$ cat config.mk
export PLATFORM = sky130hd
export DESIGN_NAME = guess_round_ctrl
export DESIGN_NICKNAME = d
export VERILOG_FILES = /design/src/rtl/guess_round_ctrl.sv
export SDC_FILE = /design/constraint.sdc
export NUM_CORES = 1
export LEC_CHECK = 0
export ABC_AREA = 1
export BUFFER_PORTS_ARGS = -buffer_cell sky130_fd_sc_hd__clkbuf_2
export CAP_MARGIN = 10
export CORE_MARGIN = 5
export CORE_UTILIZATION = 41
export DETAILED_ROUTE_END_ITERATION = 12
export MAX_ROUTING_LAYER = met4
export PLACE_DENSITY = 0.65
export SYNTH_ARGS = -nofsm -noshare
export SYNTH_HDL_FRONTEND = slang
export SYNTH_SLANG_ARGS = --single-unit
$ cat constraint.sdc
create_clock -name clk -period 3 [get_ports clk]
set_clock_uncertainty 0.1 [all_clocks]
set_input_delay 0.3 -clock clk [delete_from_list [all_inputs] [get_ports clk]]
set_output_delay 0.3 -clock clk [all_outputs]
set_load 0.02 [all_outputs]
$ cat src/rtl/guess_round_ctrl.sv
// guess_round_ctrl: round sequencer for the higher/lower key game.
// An LFSR supplies the hex digits. The block judges each higher/lower key press
// and keeps lives and score. It drives the four display nibbles in3..in0.
//
// Optional build macro GUESS_TIMEOUT_EN enables the per-guess timeout timer.
// Without it there is no timer, WAIT_GUESS waits indefinitely for a key, and
// TIMEOUT_CYCLES has no effect.
//
// state      | meaning
// -----------+------------------------------------------------------------
// IDLE       | after reset, waiting for start
// WAIT_GUESS | digit shown, waiting for a key press (or timeout)
// EVAL       | one cycle: draw the next digit and judge the guess
// OVER       | lives exhausted, outputs frozen until start

module guess_round_ctrl #(
   parameter int          TIMEOUT_CYCLES = 100_000_000,
   parameter int          LIVES          = 3,
   parameter logic [15:0] LFSR_SEED      = 16'hACE1
) (
   input  logic       clk,
   input  logic       res,
   input  logic       start,
   input  logic       key_valid,
   input  logic       check,
   output logic [3:0] in0,
   output logic [3:0] in1,
   output logic [3:0] in2,
   output logic [3:0] in3,
   output logic       round_active,
   output logic       game_over
);

   typedef enum logic [1:0] {
      IDLE       = 2'd0,
      WAIT_GUESS = 2'd1,
      EVAL       = 2'd2,
      OVER       = 2'd3
   } state_t;

   // Reject parameter sets that the lives nibble or the LFSR cannot support.
   if (TIMEOUT_CYCLES < 2 || LIVES < 1 || LIVES > 15 || LFSR_SEED == 16'h0000) begin : g_param_check
      $error("guess_round_ctrl: illegal parameter value");
   end

   state_t      state;
   logic [15:0] lfsr;
   logic [3:0]  cur;
   logic [3:0]  lives;
   logic [7:0]  score;
   logic        dir;
   logic        wrong_forced;
   logic        timeout;
   logic        correct;
   logic [3:0]  rnd;

   assign rnd = lfsr[3:0];

`ifdef GUESS_TIMEOUT_EN
   localparam int TW = $clog2(TIMEOUT_CYCLES + 1);
   logic [TW-1:0] timer;

   assign timeout = (timer == TW'(TIMEOUT_CYCLES - 1));

   // Per-guess timer: counts while waiting, cleared at game start and after each evaluation.
   always_ff @(posedge clk) begin
      if (res) begin
         timer <= '0;
      end else begin
         case (state)
            WAIT_GUESS: timer <= timer + TW'(1);
            EVAL:       timer <= '0;
            default:    if (start) timer <= '0;
         endcase
      end
   end
`else
   assign timeout      = 1'b0;
   assign wrong_forced = 1'b0;
`endif

   // A tie counts as correct for either direction; a forced wrong is never correct.
   assign correct = !wrong_forced && (dir ? (rnd >= cur) : (rnd <= cur));

   // Galois right-shift LFSR; free-running in every state except reset.
   always_ff @(posedge clk) begin
      if (res) begin
         lfsr <= LFSR_SEED;
      end else begin
         lfsr <= {1'b0, lfsr[15:1]} ^ (lfsr[0] ? 16'hB400 : 16'h0000);
      end
   end

   // Game FSM with registered status outputs.
   always_ff @(posedge clk) begin
      if (res) begin
         state        <= IDLE;
         cur          <= 4'h0;
         lives        <= 4'(LIVES);
         score        <= 8'h00;
         dir          <= 1'b0;
`ifdef GUESS_TIMEOUT_EN
         wrong_forced <= 1'b0;
`endif
         round_active <= 1'b0;
         game_over    <= 1'b0;
      end else begin
         case (state)
            IDLE, OVER: begin
               if (start) begin
                  cur          <= rnd;
                  lives        <= 4'(LIVES);
                  score        <= 8'h00;
                  state        <= WAIT_GUESS;
                  round_active <= 1'b1;
                  game_over    <= 1'b0;
               end
            end
            WAIT_GUESS: begin
               // A key press in the timeout cycle still counts as a real guess.
               if (key_valid) begin
                  dir          <= check;
`ifdef GUESS_TIMEOUT_EN
                  wrong_forced <= 1'b0;
`endif
                  state        <= EVAL;
               end else if (timeout) begin
`ifdef GUESS_TIMEOUT_EN
                  wrong_forced <= 1'b1;
`endif
                  state        <= EVAL;
               end
            end
            EVAL: begin
               cur <= rnd;
               if (correct) begin
                  if (score != 8'hFF) score <= score + 8'd1;
               end else begin
                  lives <= lives - 4'd1;
               end
               if (!correct && lives == 4'd1) begin
                  state        <= OVER;
                  round_active <= 1'b0;
                  game_over    <= 1'b1;
               end else begin
                  state        <= WAIT_GUESS;
               end
            end
            default: state <= IDLE;
         endcase
      end
   end

   assign in0 = cur;
   assign in1 = lives;
   assign in2 = score[3:0];
   assign in3 = score[7:4];

endmodule
; ---- After elaboration in Yosys (flattened, before gate mapping)
; Cells that the tools add are included.
[op_classes]
n_addsub = 2
n_mul = 0
n_eq_ne = 11
n_div = 0
shifts = 0
reduce_logical = 11
bitwise = 1
n_mux = 21
magnitude_cmp = 2
[ops]
columns = operator, n
row1 = 8-bit 2-to-1 mux, 3
row2 = 16-bit 2-to-1 mux, 1
row3 = 4-bit one-hot mux with 2 select lines, 2
row4 = 8-bit one-hot mux with 2 select lines, 1
row5 = 15-bit by 16-bit XOR with 16-bit output, 1
row6 = 4-bit 2-to-1 mux, 3
row7 = 2-bit != test (second input constant), 6
row8 = 8-bit by 1-bit adder with 8-bit output (second input constant), 1
row9 = 8-bit != test (second input constant), 1
row10 = 2-bit 2-to-1 mux, 3
row11 = 2-bit one-hot mux with 3 select lines, 1
row12 = 2-bit AND reduction, 3
row13 = 3-bit AND reduction, 2
row14 = 1-bit 2-to-1 mux, 5
row15 = 2-bit == test (second input constant), 2
row16 = 4-bit by 1-bit == test with 1-bit output (second input constant), 1
row17 = 4-bit greater-or-equal comparator, 1
row18 = 4-bit less-or-equal comparator, 1
row19 = 1-bit one-hot mux with 2 select lines, 2
row20 = 4-bit AND reduction, 1
row21 = 4-bit by 1-bit subtractor with 4-bit output (second input constant), 1
row22 = 2-bit by 1-bit == test with 1-bit output (second input constant), 1
row23 = 2-bit logical NOT, 1
row24 = 2-bit nonzero test, 1
row25 = other kinds (3), 3
[word_totals]
mem_bits_ro = 0
output_inout_bits = 18
register_bits = 37
in_bits = 5
memories = 0
ramBits = 0
latchBits = 0
elab_cells = 56

; ---- Logic depth before layout (Yosys ltp)
; Gate-level depths: netlist of run 1.
[depth]
word_depth = 6
mapped_depth = 14
ltp_nobuf = 14

; ---- Least setup slack after synthesis of run 1
; Ideal clock, no wire load.
[synth_path]
path_kind = register to register
start = register cur[3], in the netlist in0[3]
end = register score[6]
setup_ns = 0.115
period_less_slack_ns = 1.858
arrival_time_ns = 1.643
n_path_buf = 0
stages_incl_launch_ff = 13
required_ns = 2.785
setup_slack_ns = 1.142
cell_sequence = dfxtp_1 inv_1 ha_1 nand2_1 clkinv_1 nand2_1 nand2_1 nand2_1 nand3_2 nand2_4 nand2_4 a21oi_1 nor2_1
[synth_via]
elab_chain_cells = 4
elab_cells_between_ends = 5
classes_between = order compare (2) / eq/ne (1) / mux (1) / reduce/logical (1)
[synth_rtl]
columns = item, line_no
row1 = "start, declared", 48  ; logic [3:0] cur;
row2 = "start signal, assigned", 111  ; cur <= rnd;
row3 = "start signal, assigned", 135  ; cur <= rnd;
row4 = 4-bit less-or-equal comparator or 4-bit greater-or-equal comparator (tied branches), 83  ; assign correct = !wrong_forced && (dir ? (rnd >= cur) : (rnd <= cur));
row5 = 1-bit 2-to-1 mux *, 83
row6 = 2-bit != test (no line) *, n/a
row7 = 4-bit AND reduction (no line) *, n/a
row8 = "end signal, assigned", 137  ; if (score != 8'hFF) score <= score + 8'd1;
row9 = "end, declared", 50  ; logic [7:0] score;
; Mark *: on every way between the ends. The rest lies on a longest branch, timed or not.
; A chain may end at the register's enable or synchronous reset.

; ---- Worst setup path after layout of run 1
[layout_path]
start = register state[0]
end = register score[4]
[layout_via]
elab_chain_cells = 4
elab_cells_between_ends = 10
classes_between = eq/ne (5) / mux (1) / reduce/logical (4)
[layout_rtl]
columns = item, line_no
row1 = "start, declared", 46  ; state_t state;
row2 = "start signal, assigned", 97  ; state <= IDLE;
row3 = "start signal, assigned", 114  ; state <= WAIT_GUESS;
row4 = "start signal, assigned", 126  ; state <= EVAL;
row5 = 2-bit == test or 2-bit logical NOT (tied branches), 108  ; case (state)
row6 = 2-bit OR reduction, 108
row7 = 2-bit != test (no line) or 2-bit nonzero test (tied branches), n/a
row8 = 4-bit AND reduction (no line), n/a
; Several ways; a longest one is shown, not always the timed one.

==> run_results.csv, run 1 <==
group,metric,value,unit
power_and_ir_drop,clkPwrFrac,0.331,
clocking,clock_path_buffers,2,
yosys,synth_edf_count,0,
clocking,root_buffer,"clkbuf_8",
timing,worstMarginPinSlew,0.509,ns
place,place.gp.congestion,0.828,
floorplan,rows,23,
finish,n_antenna_cell,0,
setup_path,cp.buffers_inverters,2,
floorplan,io_pins,23,
yosys,syn-cell-area,0.00167,sq mm
setup_path,required,3.13,ns
clocking,cts_setup_buffers,0,
timing,drv_slew,0,
timing,hold_viol_final,0,
yosys,ys_types,28,
global_route,grt_pass1_wl,5.43,mm
global_route,grt.total_usage,0.135,
clocking,htree_levels,2,
finish,drive_gt1_frac,0.212,
global_route,antenna_found_initial,0,
clocking,cts_hold_repair.buffers,0,
global_route,grt_max_degree,28,
clocking,path_clk_slew,0.07,ns
clocking,clock-sinks,37,
finish,finalInstanceArea,0.00194,sq mm
setup_path,cp_common_cell,"nand2_4",
routing,drt_iter0_drc,80,
place,place_area,0.00182,sq mm
place,dp_slack,1.07,ns
setup_path,crit_family,"compound AO/OA/AOI/OAI gates",
run_status,status,"finished, final reports clean",
yosys,ys_ff_latch,37,
clocking,insertion_delay,0.29,ns
yosys,synth_fp_nets,225,
hold_path,holdPathEnd,"dir",
timing,rsz0062_at_grt,"no",
finish,area_growth,16.0,%
hold_path,hp-class,"input pin to flip-flop",
floorplan,die_area,0.00545,sq mm
timing,slew_headroom,0.661,
timing,clock.fmax,520,MHz
place,io_buffers,22,
routing,wl,3.17,mm
setup_path,reg2regPathDepth,9,
yosys,synth_most_common_cell,"dfxtp_1",
yosys,synth_common_cells,"37 x dfxtp_1, 35 x nand2_1, 26 x inv_1, 21 x a21oi_1, 18 x nor2_1",
setup_path,r2r-end,"score[4]",
setup_path,critPathMaxFanout,11,
yosys,syn_avg_cell_area,7.91,sq um
place,dp_hpwl,2.30,mm
finish,utilization,0.487,
yosys,netlist_instances,211,
timing,setup_tns,0,ns
setup_path,slowest_delay,0.36,ns
setup_path,timing.rr.start,"state[0]",
floorplan,die_h,73.8,microns
setup_path,arrival,2.05,ns
routing,antenna_left,0,
yosys,synth_top_area_cell,"dfxtp_1",
setup_path,crit_chain,"inv_1, ha_1, o21ai_4, inv_2, nand2_4, nand2_4, o21ai_0, nand2_1, nor2_1",
timing,min_period,1.92,ns
power_and_ir_drop,p_int,0.000878,W
floorplan,start_util,0.420,
global_route,gr-total-overflow,0,
floorplan,core,0.00397,sq mm
timing,post-route-period-util,0.641,
yosys,synthTopCellsByArea,"dfxtp_1 44%, nand2_1 7.9%, ha_1 6.7%",
finish,layoutNonFillerInstCount,286,
clocking,numCtsBuffers,5,
setup_path,endpoint_kind,"flip-flop",
routing,via_count,1351,
routing,drt-wirelength-per-cell,11.1,microns
power_and_ir_drop,power_density,666,mW/mm^2
yosys,yosysSeqAreaShare,0.444,
power_and_ir_drop,vdd_drop_max,395,uV
finish,nets,249,
clocking,ctsResizeCount,0,
floorplan,fp.dieW,73.8,microns
routing,drc,0,
yosys,yosysTopAreaCellShare,0.444,
hold_path,min_from,"key_valid",
yosys,ys_warn_count,0,
power_and_ir_drop,swShare,0.319,
place,placedCellCount,278,
power_and_ir_drop,combPwrFrac,0.241,
routing,viasPerCell,4.72,
clocking,cts_tree,"built",
flow_run,cap_viol_max_count,0,
hold_path,min_delay_path_depth,3,
yosys,async_flop_share,0,
setup_path,critPathKind,"flip-flop to flip-flop",
yosys,synth-main-ff-cell,"dfxtp_1",
power_and_ir_drop,seq_power_share,0.429,
power_and_ir_drop,leakagePower,0.865,nW
setup_path,critPathLaunchType,"flip-flop",
timing,fin_ws,1.08,ns
timing,setup_viol,0,
power_and_ir_drop,p_sw,0.000411,W
setup_path,crit_slowest_cell,"dfxtp_1",
routing,dr.pass1.iters,4,
setup_path,r2r_slack,1.08,ns
global_route,grt_pass1_vias,1250,
[worst max path at each step]
stage | cells past startpoint | startpoint | slack [ns] | to
final | 9 | state[0] | 1.08 | score[4]
after global routing | 13 | in0[3] | 0.89 | score[4]
after CTS | 9 | state[0] | 1.05 | score[4]
after detailed placement | 9 | state[0] | 1.07 | score[4]
after global placement | 8 | state[0] | 1.16 | in1[0]
after floorplan | 12 | in0[3] | 1.14 | score[6]
[power groups by stage]
stage               combinational, W  sequential (W)  clock, W
CTS                         0.000313        0.000552  0.000441
global placement            0.000309        0.000563         0
global route                0.000354        0.000556  0.000460
detailed placement          0.000311        0.000563         0
floorplan                   0.000224        0.000583         0
finish                      0.000311        0.000553  0.000426
[cell usage in the layout, fill, tap and decap left out, types with 2 or more instances in the layout]
cell | synthesis | layout
or2_2 | 5 | 5
xnor2_1 | 3 | 3
dfxtp_1 | 37 | 37
nand4_1 | 5 | 5
xor2_1 | 3 | 3
nand2_1 | 35 | 35
a21oi_1 | 21 | 21
nand2_2 | 2 | 2
inv_1 | 26 | 26
a21oi_2 | 2 | 2
inv_2 | 2 | 2
nand2_4 | 3 | 3
clkbuf_8 | 0 | 5
nor2_2 | 2 | 2
nand3_1 | 14 | 14
o21ai_0 | 10 | 10
nor2_1 | 18 | 18
clkbuf_2 | 0 | 22
ha_1 | 9 | 9
[area by class of cell]
| cell class | count | area (sq um) |
|---|---|---|
| clock buffers | 5 | 68.8 |
| flip-flops and latches | 37 | 741 |
| multi-input cells | 140 | 798 |
| well taps | 50 | 62.6 |
| repair buffers | 22 | 110 |
| clock inverters | 3 | 46.3 |
| fillers | 398 | 2040 |
| inverters | 29 | 109 |
[kinds of logic after synthesis]
kind of cell,after synthesis,share of synthesized area
AOI/OAI and AO/OA,37,0.126
xor gates and xnor gates,6,0.0315
adders and majority gates,9,0.0675
buffers and inverters,34,0.0780
DFF,37,0.444
and+or+nand+nor,88,0.253
[sequential cells by signal, indices dropped and copies added (netlist names)]
signal / count
score: 8
dir: 1
in1: 4
in0: 4
state: 2
round_active: 1
lfsr: 16
game_over: 1
[worst register-to-register path, stage by stage, from the launching register on]
cell     delay (ns)
dfxtp_1        0.36
inv_1          0.05
ha_1           0.36
o21ai_4        0.35
inv_2          0.14
nand2_4        0.15
nand2_4        0.10
o21ai_0        0.08
nand2_1        0.07
nor2_1         0.09
[through the flow]
| step | power [W] | hold WS [ns] |
|---|---|---|
| after floorplan | 0.000807 | 0.288 |
| after global placement | 0.000872 | 0.292 |
| after global routing | 0.00137 | 0.215 |
| after detailed placement | 0.000874 | 0.295 |
| final | 0.00129 | 0.185 |
| after CTS | 0.00131 | 0.180 |
[routing by layer]
| layer | wire [microns] | up-vias | global-route usage |
|---|---|---|---|
| met5 | 0 | - | - |
| met4 | 78 | 0 | 0.0664 |
| met3 | 171 | 8 | 0.0410 |
| met2 | 1430 | 20 | 0.209 |
| met1 | 1490 | 598 | 0.157 |
| li1 | - | 725 | - |
Note: power is estimated with default switching activity, not from simulation.
==> run 2: changes to the inputs <==
- ABC_AREA: 1 -> 0
- PLACE_DENSITY: 0.65 -> 0.67
- clock period: 3 -> 1.6 ns (I/O delays scaled with it)
==> run 2 against run 1 <==
The run now ends with setup timing left. Worst hold slack got worse by 0.13 ns. Combinational power rose by 47%. Sequential share of layout area decreased by 8.4 points. First-iteration DRC count grew 45%. Critical path type unchanged. Largest cell class unchanged. Highest routed layer unchanged.
==> run_results.csv, run 2 <==
group,metric,value,unit
floorplan,die_area,0.00571,sq mm
timing,setup_viol,15,
yosys,synth-main-ff-cell,"dfxtp_1",
yosys,synthTopCellsByArea,"dfxtp_1 42%, ha_1 6.4%, nand2_1 4.9%",
place,io_buffers,22,
timing,worstMarginPinSlew,0.317,ns
yosys,ys_types,48,
global_route,gr-total-overflow,0,
yosys,netlist_instances,204,
finish,n_antenna_cell,0,
setup_path,critPathMaxFanout,5,
routing,drc,0,
place,dp_hpwl,3.12,mm
global_route,grt_pass1_wl,7.37,mm
finish,layout_commonest_cell,"buf_4",
yosys,synthSimpleGateAreaFrac,0.251,
floorplan,die_h,75.6,microns
floorplan,io_pins,23,
yosys,yosys.area_share.adder,0.0639,
setup_path,r2r_slack,-0.67,ns
yosys,async_flop_share,0,
yosys,synth_edf_count,0,
global_route,grt_pass1_vias,1643,
yosys,synth_top_area_cell,"dfxtp_1",
power_and_ir_drop,leakagePower,1.07,nW
clocking,htree_levels,2,
routing,drt_iter0_drc,116,
finish,utilization,0.624,
clocking,clock-sinks,37,
flow_run,cap_viol_max_count,0,
yosys,synth_fp_nets,218,
finish,largest_reg_flops,16,
clocking,numCtsBuffers,5,
routing,via_count,1677,
run_status,violations,"setup timing",
power_and_ir_drop,vdd_drop_max,396,uV
timing,min_period,2.27,ns
routing,dr.pass1.iters,4,
yosys,synth_top_family_by_area,"simple AND/OR/NAND/NOR gates",
place,place.gp.congestion,0.819,
setup_path,endpoint_kind,"flip-flop",
timing,clock.fmax,440,MHz
hold_path,hp-class,"input pin to flip-flop",
global_route,grt.total_usage,0.173,
yosys,synth.area.mux_share,0.00639,
global_route,grt_max_degree,17,
finish,layout_common_cells,"40 x buf_4, 30 x dfxtp_1, 22 x nand2_1, 22 x clkbuf_2, 14 x inv_1",
floorplan,rows,23,
setup_path,required,1.70,ns
clocking,path_clk_slew,0.08,ns
finish,nets,284,
run_status,status,"complete, but fails checks",
hold_path,min_from,"key_valid",
finish,regMostFlops,"lfsr",
finish,reg.largest.list,"lfsr (16), score (8)",
yosys,synth-compound-area-share,0.178,
floorplan,start_util,0.431,
yosys,syn-cell-area,0.00176,sq mm
routing,viasPerCell,5.22,
timing,holdWs,0.0560,ns
timing,post-route-period-util,1.42,
routing,antenna_left,0,
global_route,antenna_found_initial,0,
clocking,root_buffer,"clkbuf_8",
setup_path,r2r-end,"score[0]",
hold_path,min_delay_path_depth,3,
power_and_ir_drop,power_density,870,mW/mm^2
setup_path,timing.rr.start,"in0[1]",
timing,rsz0062_at_grt,"yes",
timing,slew_headroom,0.786,
finish,area_growth,44.7,%
hold_path,holdPathEnd,"dir",
floorplan,core,0.00409,sq mm
yosys,synth_most_common_cell,"dfxtp_1",
clocking,cts_tree,"built",
yosys,yosysSeqAreaShare,0.420,
yosys,ys_ff_latch,37,
setup_path,arrival,2.37,ns
finish,drive_gt1_frac,0.424,
yosys,synth_xor_area_frac,0.0149,
timing,hold_viol_final,0,
setup_path,reg2regPathDepth,9,
clocking,insertion_delay,0.29,ns
routing,wl,4.42,mm
yosys,yosysTopAreaCellShare,0.420,
yosys,synth_common_cells,"37 x dfxtp_1, 23 x nand2_1, 16 x inv_1, 12 x a21oi_1, 12 x nand3_1",
yosys,syn_avg_cell_area,8.64,sq um
clocking,clock_path_buffers,2,
timing,fin_ws,-0.671,ns
yosys,ys_warn_count,0,
setup_path,critPathLaunchType,"flip-flop",
setup_path,critPathKind,"flip-flop to flip-flop",
floorplan,fp.dieW,75.6,microns
timing,drv_slew,0,
routing,drt-wirelength-per-cell,13.8,microns
-- run 2: cell count changes after synthesis, sizes merged, moves of 5 or more --
cell,change
nand2,-17
nor2,-13
inv,-12
a21oi,-11
nor2b,+8
o21ai,-5
-- run 2: through the flow --
step | power [W] | cell area (sq um) | TNS (ns) | worst slack, ns | instances
4_1_cts | 0.00218 | 2430 | -7.59 | -0.639 | 319
6_report | 0.00222 | 2550 | -7.61 | -0.671 | 321
3_5_place_dp | 0.00137 | 2260 | -7.73 | -0.659 | 308
3_3_place_gp | 0.00136 | 2260 | -7.04 | -0.585 | 308
5_1_grt | 0.00233 | 2550 | -9.29 | -0.757 | 321
2_1_floorplan | 0.00121 | 1830 | -5.98 | -0.637 | 204
-- run 2: worst max-delay path, stage by stage (launching register included) --
cell and delay, ns:
dfxtp_4 0.35, inv_2 0.04, ha_4 0.22, nor2b_4 0.12, o211ai_1 0.24, a211oi_2 0.11, buf_4 0.17, or3_4 0.33
or4_4 0.44, o311ai_4 0.07
-- run 2: layer usage --
metal	GRT usage	vias up	part of all wire
met5	-	-	0
met4	0.0718	0	0.014
met3	0.0422	7	0.043
met2	0.265	37	0.48
met1	0.218	770	0.46
li1	-	863	-
-- run 2: how the worst max path moves through the flow --
stage              from        to  depth (start not counted)
2_1_floorplan  score[0]  score[0]                          8
3_3_place_gp     in0[1]  score[0]                          9
3_5_place_dp     in0[1]  score[0]                          9
4_1_cts          in0[1]  score[0]                          9
5_1_grt          in0[1]  score[0]                          9
6_report         in0[1]  score[0]                          9
-- run 2: kinds of logic after synthesis --
group / after synthesis
AO/OA/AOI/OAI: 46
XOR/XNOR: 3
adder cells (fa/ha/maj): 9
buffers and inverters: 27
flip-flops: 37
multiplexers: 1
AND/OR/NAND/NOR: 81
-- run 2: layout make-up --
| type | count | area [sq um] |
|---|---|---|
| sequential | 37 | 762 |
| inverter | 16 | 60.1 |
| multi-input combinational | 140 | 1050 |
| fill | 352 | 1540 |
| clock buffer | 7 | 108 |
| timing repair buffer | 70 | 499 |
| clock inverter | 1 | 7.51 |
| tap | 50 | 62.6 |
-- run 2: power breakdown --
part	total, W	switching (W)	internal, W
Combinational	0.000456	0.000228	0.000228
Sequential	0.000973	0.0000182	0.000955
Clock	0.000789	0.000345	0.000444
-- run 2: timing repair --
item                       CTS  global route
gates resized for setup      8            20
hold endpoints to repair     1             0
pin swaps                    6            12
setup buffers                2             4
setup endpoints to repair   17            19
hold buffers                 1             0
